$ cat src/rtl/fetch_unit.sv
// rtl/fetch_unit.sv - instruction fetch stage with single outstanding request, skid slot and redirect
module fetch_unit #(
    parameter logic [31:0] RESET_PC  = 32'h0000_0000,
    parameter logic [31:0] NOP_INSTR = 32'h0000_0013
) (
    input  logic        clk,
    input  logic        rst,
    output logic        imem_req,
    output logic [31:0] imem_addr,
    input  logic        imem_ready,
    input  logic        imem_rvalid,
    input  logic [31:0] imem_rdata,
    input  logic        stall,
    input  logic        redirect_valid,
    input  logic [31:0] redirect_pc,
    output logic        instr_valid,
    output logic [31:0] instr,
    output logic [31:0] instr_pc,
    output logic [31:0] instr_pc_plus4
);

    typedef enum logic [2:0] {
        BOOT = 3'd0,
        REQ  = 3'd1,
        WAIT = 3'd2,
        HOLD = 3'd3,
        DROP = 3'd4
    } state_t;

    state_t      state;
    state_t      state_n;
    logic [31:0] pc;
    logic [31:0] fetch_pc;
    logic        skid_valid;
    logic [31:0] skid_instr;
    logic [31:0] skid_pc;
    logic        slot_free;
    logic        consumed;
    logic        accept;

    assign slot_free      = !instr_valid || !stall;
    assign consumed       = instr_valid && !stall;
    assign accept         = imem_req && imem_ready;
    assign imem_addr      = pc;
    assign instr_pc_plus4 = instr_pc + 32'd4;

    // State register; reset parks the unit in BOOT so the first request follows a quiet cycle
    always_ff @(posedge clk or posedge rst) begin
        if (rst) begin
            state <= BOOT;
        end else begin
            state <= state_n;
        end
    end

    // Next-state and request decode; redirect overrides the normal transitions
    always_comb begin
        state_n  = state;
        imem_req = 1'b0;
        case (state)
            BOOT: state_n = REQ;
            REQ: begin
                imem_req = 1'b1;
                if (imem_ready) state_n = WAIT;
            end
            WAIT: begin
                if (imem_rvalid) state_n = slot_free ? REQ : HOLD;
            end
            HOLD: begin
                if (!stall) state_n = REQ;
            end
            DROP: begin
                if (imem_rvalid) state_n = REQ;
            end
            default: state_n = BOOT;
        endcase
        if (redirect_valid) begin
            // A response still owed by memory must be swallowed in DROP
            if ((state == REQ && imem_ready) ||
                (state == WAIT && !imem_rvalid) ||
                (state == DROP && !imem_rvalid)) begin
                state_n = DROP;
            end else begin
                state_n = REQ;
            end
        end
    end

    // PC, output slot and skid updates; a stalled slot never changes unless flushed
    always_ff @(posedge clk or posedge rst) begin
        if (rst) begin
            pc          <= RESET_PC;
            fetch_pc    <= RESET_PC;
            instr_valid <= 1'b0;
            instr       <= NOP_INSTR;
            instr_pc    <= 32'd0;
            skid_valid  <= 1'b0;
            skid_instr  <= NOP_INSTR;
            skid_pc     <= 32'd0;
        end else if (redirect_valid) begin
            pc          <= {redirect_pc[31:2], 2'b00};
            instr_valid <= 1'b0;
            instr       <= NOP_INSTR;
            skid_valid  <= 1'b0;
        end else begin
            if (consumed) begin
                instr_valid <= 1'b0;
                instr       <= NOP_INSTR;
            end
            case (state)
                REQ: begin
                    if (accept) fetch_pc <= pc;
                end
                WAIT: begin
                    if (imem_rvalid) begin
                        pc <= pc + 32'd4;
                        if (slot_free) begin
                            instr_valid <= 1'b1;
                            instr       <= imem_rdata;
                            instr_pc    <= fetch_pc;
                        end else begin
                            skid_valid <= 1'b1;
                            skid_instr <= imem_rdata;
                            skid_pc    <= fetch_pc;
                        end
                    end
                end
                HOLD: begin
                    if (!stall && skid_valid) begin
                        instr_valid <= 1'b1;
                        instr       <= skid_instr;
                        instr_pc    <= skid_pc;
                        skid_valid  <= 1'b0;
                    end
                end
                default: ;
            endcase
        end
    end

endmodule

$ cat config.mk
export PLATFORM = sky130hd
export DESIGN_NAME = fetch_unit
export DESIGN_NICKNAME = d
export VERILOG_FILES = /design/src/rtl/fetch_unit.sv
export SDC_FILE = /design/constraint.sdc
export NUM_CORES = 1
export LEC_CHECK = 0
export ABC_CLOCK_PERIOD_IN_PS = 10800
export BUFFER_PORTS_ARGS = -buffer_cell sky130_fd_sc_hd__buf_2
export CAP_MARGIN = 20
export CORE_MARGIN = 10
export CORE_UTILIZATION = 35
export DETAILED_ROUTE_END_ITERATION = 10
export PLACE_DENSITY = 0.56
export SLEW_MARGIN = 10
export SYNTH_ARGS = -nofsm -noshare
export SYNTH_HDL_FRONTEND = slang
export SYNTH_SLANG_ARGS = --single-unit
$ cat constraint.sdc
create_clock -name clk -period 10.8 [get_ports clk]
set_clock_uncertainty 0.15 [all_clocks]
set_input_delay 1.62 -clock clk [delete_from_list [all_inputs] [get_ports clk]]
set_output_delay 1.62 -clock clk [all_outputs]
set_load 0.005 [all_outputs]
# Word level (Yosys, flattened, before mapping)
# Cells that the tools add are included.
# totals
wordCells	82
register_bits	197
in_bits	70
# classes
n_bitwise	2
muxes	33
eq_ne	13
addsub	2
n_reduce_logical	23
# op_table
op	count
32-bit 2-to-1 mux	11
32-bit one-hot mux with 2 select lines	2
32-bit by 3-bit adder with 32-bit output, second input constant	2
3-bit 2-to-1 mux	6
3-bit != test, second input constant	6
3-bit one-hot mux with 5 select lines	1
4-bit AND reduction	3
1-bit 2-to-1 mux	10
3-bit by 2-bit equality test with 1-bit output, second input constant	2
1-bit logical AND	6
2-bit != test, second input constant	3
2-bit nonzero test	3
5-bit AND reduction	1
1-bit one-hot mux with 2 select lines	2
3-bit by 1-bit equality test with 1-bit output, second input constant	1
3-bit equality test, second input constant	1
1-bit zero test	3
3-bit zero test	1
1-bit logical OR	3
3-bit AND reduction	1
3-bit nonzero test	1
2-bit 2-to-1 mux	1
1-bit inverter	2
2-bit AND reduction	1

# Logic depth before layout (Yosys ltp)
# Gate-level depths: netlist of run 1.
# logic_depth
ltp_word	7
mapped_depth	8
mapped_depth_nobuf	6

# Worst setup path before layout of run 1
# OpenSTA, ideal clock, no wires.
# synth_path
path_type	reg2out
start	reg instr_pc[2]
end	out instr_pc_plus4[30]
n_path_buf	1
setup_slack_ns	7.353
t_arrival_ns	1.677
stages_incl_launch_ff	8
cell_sequence	dfrtp_1 -> ha_1 -> and4_1 -> buf_2 -> nor4b_4 -> nand3_1 -> nor2_1 -> xor2_1
# synth_via
elab_chain_len	1
# synth_lines
item	line	text
start: declaration	18	output logic [31:0] instr_pc,
start signal: assignment	120	instr_pc <= fetch_pc;
start signal: assignment	132	instr_pc <= skid_pc;
32-bit by 3-bit adder with 32-bit output	45	assign instr_pc_plus4 = instr_pc + 32'd4;
end: declaration	19	output logic [31:0] instr_pc_plus4
# No other way between the ends.

# Worst setup path after layout of run 1
# Ends and elaborated chain as after synthesis.

==> summary.md, run 1 <==
| Metric | Value |
|---|---|
| Status | finished clean |
| Avg WL per Cell | 17.6 um |
| Synth warn | 0 |
| Pin count of the biggest net entering global routing | between 100 and 150 |
| Crit-path max FO | 6 |
| Seq/Total Area, Yosys | between 50 and 60% |
| Quantity of I/O buffers inserted on ports | 191 |
| Unrepaired setup endpoints after global routing | false |
| Die Footprint | between 30000 and 40000 um^2 |
| TritonCTS Sinks | 189 |
| Fin. max-slew vios | 0 |
| Vias | 6575 |
| Detail Route Antenna Nets | 0 |
| Setup bufs post-CTS | 0 |
| CTS tree | done |
| Grt total ovfl | 0 |
| #FFs+latches synth | approximately 190 |
| Total GRT Usage | 14.0% |
| Detailed Routing Iterations Pass 1 | 4 |
| Reg clk slew, reported paths | ~80 ps |
| Syn avg cell area | around 11 um^2 |
| Power Total | about 2100 uW |
| Endpoints failing hold | 0 |
| Total negative slack | 0 ps |
| Final Wtd Congestion | about 0.79 |
| Tcrit/Tclk final | about two fifths |
| Critical path launch point type | flop |
| Global-route wire length before repair | between 30 and 40 mm |
| Vias per inst | roughly 5.0 |
| Finished Core Util | ~43% |
| Async S/R FF share, synth | between 90% and 100% |
| Relative slew slack | 38.5% |
| Cell chosen for the clock root | clkbuf_16 |
| Pwr dens | approximately 200 nW/um^2 |
| WHS Path Cells | 2 |
| Max_cap viols | 0 |
| Resize count post-CTS | 0 |
| IO Count | 200 |
| Clk buf depth | 2 |
| Setup CP Type | flop to output port |
| Hold slack final | between 300 and 400 ps |
| Fin crit period | around 4300 ps |
| CTS buffer count | 17 |
| Gate count after technology mapping | ~810 |
| EDFF count, synth | 0 |
| Crit path capture type | output port |
| Clk_lat worst skew | about 430 ps |
| Most common flop cell mapped by yosys | dfrtp_1 |
| Final setup viols | 0 |
| Antenna violations before repair | 7 |
| CTS H-Tree Depth | 4 |
| Share of cells above drive strength 1 | 35.8% |
| Area growth from synthesis to layout | 20.0% |
| Leakage power | between 0.005 and 0.006 uW |
| R2R depth | 4 |
| Vias in the first global route | roughly 6500 |
| Die width | 180 um |
| Worst min path class | flop to flop |
| Number of library cell types mapped by synthesis | 48 |
| Detailed Route Iter0 Violations | just over 400 |
| DRC errors left | 0 |
| Maximum clock frequency | ~230 MHz |
| Final #Nets | between 1000 and 1500 |
| Final HPWL DP | ~16 mm |
| Data arrival time of the worst path | about 2500 ps |
| Rows | 58 |
| Final wirelength | 23.3 mm |
| Starting density of the core | between 30% and 40% |
| Post-synth design cell area | ~9000 um^2 |
| CP required | about 9000 ps |
| Hold-fix buffers, CTS | 0 |
| Die Y-Extent | between 150 and 200 um |
| Slew @ Worst Pin | about 920 ps |
| Core area | 25200 um^2 |
| VDD IR max | 92.7 uV |
worst max-delay path, cell delays in order, from the launching register on:
cell and delay (ps):
dfrtp_1 460, ha_1 230, and4_1 340, nor4b_4 450, nand3_1 160, nor2_1 160, xor2_1 150, buf_2 130
sequential cells by signal, indices dropped and copies added, names as in the netlist:
name	cells
instr_valid	1
fetch_pc	30
skid_valid	1
state	3
skid_instr	32
imem_addr	30
instr	32
instr_pc	30
skid_pc	30
layer usage:
metal | up-vias | share of wire [%] | GRT usage (%)
met4 | 10 | 1.9 | 4.69
met5 | - | 0.26 | 0
li1 | 3190 | - | -
met3 | 35 | 8.8 | 5.68
met1 | 3157 | 46 | 18.7
met2 | 183 | 43 | 20.1
cell usage after synthesis, types with 2 or more instances:
cell / count / area [um^2]
dfrtp_1: 183 / 4580
mux2_2: 97 / 1090
nand2_1: 83 / 312
o21ai_0: 59 / 295
nor2_1: 53 / 199
a21oi_1: 34 / 170
xnor2_1: 33 / 289
mux2i_1: 31 / 310
a22oi_1: 30 / 225
buf_2: 25 / 125
xor2_1: 24 / 210
nand3_1: 22 / 110
clkbuf_1: 19 / 71.3
nand4_1: 17 / 106
inv_1: 13 / 48.8
nor3_1: 13 / 65.1
buf_4: 9 / 67.6
and3_1: 8 / 50.1
dfstp_2: 6 / 158
nor2b_1: 5 / 31.3
nor4_2: 5 / 62.6
o21ai_1: 4 / 20.0
a221oi_1: 3 / 26.3
a32oi_1: 3 / 26.3
and4_1: 3 / 26.3
and2_1: 2 / 12.5
buf_1: 2 / 7.51
ha_1: 2 / 25.0
nand2b_1: 2 / 12.5
nor4_1: 2 / 12.5
nor4_4: 2 / 42.5
or3_1: 2 / 12.5
layout by cell type (no fill, tap or decap), types with 17 or more instances in the layout:
cell type / instances
nand2_1: 83
nor2_1: 53
a22oi_1: 30
xor2_1: 24
buf_2: 191
mux2_2: 97
xnor2_1: 33
dfrtp_1: 183
nand4_1: 17
o21ai_0: 59
clkbuf_16: 17
a21oi_1: 33
nand3_1: 22
mux2i_1: 31
metrics by stage:
| step | std cells | area [um^2] | worst slack (ps) |
|---|---|---|---|
| 2_1_floorplan | 817 | 9000 | 3900 |
| 3_3_place_gp | 1293 | 10200 | 6950 |
| 3_5_place_dp | 1293 | 10200 | 6930 |
| 4_1_cts | 1325 | 10800 | 6470 |
| 5_1_grt | 1325 | 10800 | 6260 |
| 6_report | 1327 | 10800 | 6510 |
layout make-up:
| cell class | count | area [um^2] |
|---|---|---|
| fillers | 2476 | 14400 |
| multi-input cells | 559 | 3960 |
| flip-flops and latches | 189 | 4740 |
| clock buffers | 17 | 425 |
| inverters | 14 | 60.1 |
| repair buffers | 201 | 1030 |
| diodes | 2 | 5.00 |
| well taps | 330 | 413 |
| clock inverters | 15 | 150 |
where the power goes:
part	internal, uW	switching, uW	leakage [uW]
Combinational	269	249	0.00243
Clock	308	309	0.000282
Sequential	837	159	0.00246
Total	1410	717	0.00517
kinds of logic after synthesis:
kind of cell,after synthesis,share of synthesized area [%]
AOI/OAI and AO/OA,136,8.79
xor gates and xnor gates,57,5.56
adders and majority gates,2,0.279
buffers and inverters,69,3.61
DFF,189,52.7
muxes,128,15.6
other,1,0.0418
and+or+nand+nor,230,13.4
final timing paths:
path	start	end	slack (ps)
min reg2reg	instr[7]	instr[7]	330
max in group asynchronous	rst	imem_addr[14]	7890
min	instr[7]	instr[7]	330
max	instr_pc[2]	instr_pc_plus4[30]	6510
max reg2reg	state[2]	skid_pc[15]	8180
min in group asynchronous	rst	skid_instr[27]	1220
Power figures use the tool's default switching activity.
==> run 2: changes to the inputs <==
- ABC_AREA: unset -> 1
- ABC_CLOCK_PERIOD_IN_PS: 10800 -> 4000
- PLACE_DENSITY: 0.56 -> 0.55
- clock period: 10.8 -> 4 ns (I/O delays scaled with it)
==> summary.md, run 2 <==
| Metric | Value |
|---|---|
| Status | finished clean |
| Syn avg cell area | 7.52 um^2 |
| Top Registers | instr: 32 flops, skid_instr: 32 flops |
| Worst-path cell chain | ha_1 -> nand3_1 -> nor2_1 -> nand2_1 -> nor3_1 -> nand2_1 -> nand2_1 -> nand2_1 -> buf_2 |
| Fin. max-slew vios | 0 |
| CP required | ~3300 ps |
| Avg WL per Cell | about 16 um |
| VDD IR max | approximately 240 uV |
| Most common flop cell mapped by yosys | dfrtp_1 |
| CP max-delay cell | dfrtp_1 |
| Detail Route Antenna Nets | 0 |
| Detailed Routing Iterations Pass 1 | 6 |
| Clk buf depth | 2 |
| Fill count | approximately 2900 |
| Rows | just over 60 |
| Detailed Route Iter0 Violations | just over 800 |
| Sequential power share | roughly 43% |
| Synth warn | 0 |
| CTS H-Tree Depth | 4 |
| Critical Path Max Stage Delay | slightly above 400 ps |
| Net switching power figure | 2590 uW |
| Final wirelength | 29.1 mm |
| Final #Nets | approximately 1500 |
| Die Y-Extent | around 190 um |
| #FFs+latches synth | about 190 |
| Antenna violations before repair | 1 |
| Synth top area share | around 47% |
| Final setup viols | 0 |
| CTS tree | done |
| Crit path buffers/inverters | 1 |
| Endpoints failing hold | 0 |
| Share of cells above drive strength 1 | 18.0% |
| Sw frac | a little under two fifths |
| IO Count | 200 |
| Unrepaired setup endpoints after global routing | false |
| Worst min path class | input port to async pin |
| TritonCTS Sinks | about 190 |
| Total GRT Usage | 16.6% |
| Crit path capture type | output port |
| Max_cap viols | 0 |
| Post-synth top cells | nand2_1, dfrtp_1, inv_1 |
| Top cells by area, synth | dfrtp_1, nand2_1, nand3_1, o21ai_0, inv_1 |
| EDFF count, synth | 0 |
| Area growth from synthesis to layout | 19.8% |
| Relative slew slack | between 50% and 60% |
| Starting density of the core | between 30% and 40% |
| Setup bufs post-CTS | 0 |
| Die width | approximately 190 um |
| Core area | ~28000 um^2 |
| Crit-path max FO | 4 |
| Tcrit/Tclk final | roughly three quarters |
| Setup CP Type | flop to output port |
| Total negative slack | 0 ps |
| DRC errors left | 0 |
| Grt total ovfl | 0 |
| Vias per inst | 4.71 |
| Internal Pwr Total | between 4000 and 5000 uW |
| Synth area leader | dfrtp_1 |
| Vias | 8736 |
| Cell mode on critical path | nand2_1 |
| CTS buffer count | 17 |
| Hold slack final | approximately 120 ps |
| Data arrival time of the worst path | around 2300 ps |
| Vias in the first global route | around 8500 |
| Number of library cell types mapped by synthesis | 38 |
| Most frequent cells in the layout | nand2_1, buf_2, dfrtp_1, inv_1, nand3_1 |
| Comb power frac | just over 30% |
| Cell chosen for the clock root | clkbuf_16 |
| Most common cell after layout, fill and taps aside | nand2_1 |
| Pin count of the biggest net entering global routing | between 90 and 100 |
| Global-route wire length before repair | 47.3 mm |
| Resize count post-CTS | 0 |
| Leakage power | between 0.006 and 0.007 uW |
| Maximum clock frequency | 328 MHz |
| Fin crit period | roughly 3000 ps |
| Quantity of I/O buffers inserted on ports | around 190 |
| Final Wtd Congestion | slightly below 0.9 |
| Power Total | a little under 7000 uW |
| Clk_lat worst skew | between 400 and 500 ps |
| Async S/R FF share, synth | 100% |
| Slew @ Worst Pin | between 700 and 800 ps |
| Power share of the clock group | between 20% and 30% |
| Most frequent cell after synthesis | nand2_1 |
| Final HPWL DP | 21.2 mm |
| Seq/Total Area, Yosys | 48.6% |
| Pwr dens | 585 nW/um^2 |
| Gate count after technology mapping | 1298 |
| Reg clk slew, reported paths | ~80 ps |
| Critical path launch point type | flop |
| Kind of cell adding the most delay to the critical path | simple AND/OR/NAND/NOR gates |
| Post-synth design cell area | 9760 um^2 |
| Hold-fix buffers, CTS | 0 |
| Die Footprint | around 35000 um^2 |
==> run 2: worst paths after layout <==
kind | start | endpoint | slack [ps] | depth (start not counted)
worst min-delay path | rst | instr_pc[20] | 120 | 2
worst max-delay path | instr_pc[3] | instr_pc_plus4[28] | 950 | 9
worst min register to register | skid_instr[4] | skid_instr[4] | 310 | 2
max in group asynchronous | rst | state[1] | 2630 | 3
worst max register to register | state[2] | skid_pc[22] | 1520 | 7
min in group clk | redirect_pc[27] | imem_addr[27] | 230 | 3
==> run 2: final cells by class <==
class / instances / area, um^2 / area share, %
diodes: 1 / 2.50 / 0.0214
clock buffers: 19 / 443 / 3.79
clock inverters: 13 / 178 / 1.52
inverters: 147 / 556 / 4.75
multi-input cells: 903 / 4200 / 35.9
flip-flops and latches: 189 / 4740 / 40.5
well taps: 378 / 473 / 4.05
repair buffers: 205 / 1100 / 9.40
==> run 2: cell families after synthesis <==
| family | after synthesis | synth area share, % |
|---|---|---|
| buf+inv | 211 | 8.79 |
| other cells | 1 | 0.0384 |
| flops | 189 | 48.6 |
| fa+ha+maj | 2 | 0.256 |
| mux | 5 | 0.577 |
| xor+xnor | 34 | 3.05 |
| simple gates | 649 | 27.6 |
| compound gates | 207 | 11.2 |
==> run 2: stage by stage <==
| step | setup slack (ps) | instances | util [%] | area [um^2] |
|---|---|---|---|---|
| after floorplan | 820 | 1303 | - | 9780 |
| after global placement | 1280 | 1822 | 40.0 | 11100 |
| after detailed placement | 1260 | 1822 | 40.0 | 11100 |
| after CTS | 973 | 1854 | 42.3 | 11700 |
| after global routing | 820 | 1855 | 42.3 | 11700 |
| final | 952 | 1855 | 42.3 | 11700 |
==> run 2: power groups by stage <==
stage	combinational, uW	clock (uW)	sequential (uW)
final	2090	1810	2940
after CTS	2120	1860	2940
after global placement	2090	0	2960
after floorplan	1310	0	2830
after global routing	2410	1940	3030
after detailed placement	2110	0	2980
==> run 2: metal layers <==
metal	share of wire [%]	track usage, %
met5	0	0
met1	51	24.2
met2	43	24.1
met4	1.3	4.59
met3	4.7	3.56
==> run 3: changes to the inputs <==
- ABC_AREA: 1 -> 0
- ABC_CLOCK_PERIOD_IN_PS: 4000 -> 2900
- PLACE_DENSITY: 0.55 -> 0.56
- clock period: 4 -> 2.9 ns (I/O delays scaled with it)
==> summary.md, run 3 (same netlist as run 1, synthesis figures left out) <==
| Metric | Value |
|---|---|
| Detail Route Antenna Nets | 0 |
| Storage cell area | ~4700 um^2 |
| Clk_lat worst skew | about 430 ps |
| CP required | approximately 2300 ps |
| Final #Nets | 1070 |
| WHS Path Cells | 3 |
| Total GRT Usage | between 10% and 20% |
| Net switching power figure | 2750 uW |
| Final HPWL DP | 16.8 mm |
| PnR worst setup slack | between 70 and 80 ps |
| Pin count of the biggest net entering global routing | 95 |
| Comb power frac | approximately a quarter |
| Multi-input gate area | around 4000 um^2 |
| Final instance area | around 11000 um^2 |
| Die width | between 150 and 200 um |
| Power share of the clock group | between 20 and 30% |
| Top Registers | instr: 32 flops, skid_instr: 32 flops |
| Vias in the first global route | 6801 |
| Detailed Route Iter0 Violations | 475 |
| Power Total | 8090 uW |
| Endpoints failing hold | 0 |
| Core area | 25200 um^2 |
| Fin. max-slew vios | 0 |
| Leakage power | between 0.005 and 0.006 uW |
| Vias | 6672 |
| Sw frac | 34.0% |
| Max_cap viols | 0 |
| Avg WL per Cell | 17.6 um |
| VDD IR max | about 380 uV |
| Global-route wire length before repair | approximately 38 mm |
| Cell chosen for the clock root | clkbuf_16 |
| Unrepaired setup endpoints after global routing | true |
| Clk buf depth | 2 |
| Worst min path class | input port to flop |
| Pwr dens | about 730 nW/um^2 |
| Detailed Routing Iterations Pass 1 | 5 |
| Placed cell area | 10300 um^2 |
| Quantity of I/O buffers inserted on ports | between 150 and 200 |
| Die Y-Extent | around 180 um |
| TritonCTS Sinks | 189 |
| CTS buffer count | 17 |
| Antenna violations before repair | 9 |
| Most frequent cells in the layout | buf_2, dfrtp_1, mux2_2, nand2_1, o21ai_0 |
| CTS tree | done |
| Crit-path max FO | 6 |
| Total negative slack | 0 ps |
| Sequential power share | a little under half |
| Final Wtd Congestion | slightly above 0.8 |
| Dpl ws | 362 ps |
| Grt total ovfl | 0 |
| Final wirelength | between 20 and 25 mm |
| Rows | 58 |
| Vias per inst | between 4 and 5 |
| Setup CP Type | flop to output port |
| Slew @ Worst Pin | around 600 ps |
| Fin crit period | approximately 2800 ps |
| Starting density of the core | between 30% and 40% |
| CTS H-Tree Depth | 4 |
| IO Count | 200 |
| Area growth from synthesis to layout | 23.0% |
| Fill count | 2433 |
| Critical path launch point type | flop |
| DRC errors left | 0 |
| Data arrival time of the worst path | between 2000 and 2500 ps |
| Reg clk slew, reported paths | 80 ps |
| Status | finished clean |
| Most common cell after layout, fill and taps aside | buf_2 |
| Share of cells above drive strength 1 | a little under two fifths |
| R2R depth | 5 |
| Tcrit/Tclk final | between 90% and 100% |
| Internal Pwr Total | about 5300 uW |
| Die Footprint | roughly 32000 um^2 |
| Crit path capture type | output port |
| Maximum clock frequency | roughly 350 MHz |
| Final setup viols | 0 |
| Relative slew slack | about three fifths |
run 3: cell count changes in the layout (fill, tap and decap cells not counted), sizes merged, moves of 11 or more:
cell	previous run	this run
buf	205	216
xnor2	1	33
mux2i	0	31
nand4	7	18
mux2	5	97
inv	152	20
nor2	124	54
o21ai	146	63
nand2	367	83
a22oi	0	30
nand3	130	23
run 3: metrics by stage:
step | utilization (%) | instances | hold slack, ps
3_5_place_dp | 41.0 | 1303 | 316
4_1_cts | 43.5 | 1338 | 34.9
3_3_place_gp | 41.0 | 1303 | 307
2_1_floorplan | - | 817 | 323
6_report | 43.9 | 1346 | 53.6
5_1_grt | 43.8 | 1342 | 44.1
run 3: repair_timing:
action | CTS | global route
gates resized for setup | 2 | 13
hold buffers | 1 | 0
setup endpoints to repair | 7 | 12
hold endpoints to repair | 12 | 0
pin swaps | 0 | 4
cloned | 0 | 0
setup buffers | 2 | 3
run 3: power by group through the flow:
| stage | logic (uW) | clock network [uW] | registers, uW |
|---|---|---|---|
| final | 2000 | 2390 | 3700 |
| after global routing | 2270 | 2570 | 3800 |
| after CTS | 2030 | 2470 | 3690 |
| after detailed placement | 1980 | 0 | 3750 |
| after global placement | 1970 | 0 | 3730 |
| after floorplan | 1230 | 0 | 3590 |
run 3: layer usage:
metal / share of wire (%) / GRT usage [%] / up-vias
li1: - / - / 3225
met4: 0.98 / 3.08 / 8
met3: 8.8 / 6.49 / 25
met2: 43 / 21.5 / 177
met1: 47 / 18.8 / 3237
met5: 0.23 / 0 / -
run 3: worst max-delay path: stages, from the launching register on:
cell	delay, ps
dfrtp_1	380
ha_2	210
and4_4	270
nor4b_4	330
buf_4	200
buf_4	110
nand2_2	50
xnor2_1	110
buf_2	130
run 3: area by class of cell:
cell class	instances	share of cell area, %
inverters	14	0.510
clock inverters	15	1.69
flip-flops and latches	189	42.9
multi-input cells	559	36.3
clock buffers	17	3.85
well taps	330	3.74
diodes	5	0.113
repair buffers	217	10.9
run 3: worst paths after layout:
kind | start | end | slack, ps
hold reg to reg | instr[5] | instr[5] | 320
max in group asynchronous | rst | instr_pc[8] | 1340
min in group asynchronous | rst | skid_instr[22] | 410
setup / recovery | instr_pc[3] | instr_pc_plus4[24] | 70
setup reg to reg | state[2] | imem_addr[29] | 530
hold / removal | redirect_pc[11] | imem_addr[11] | 50
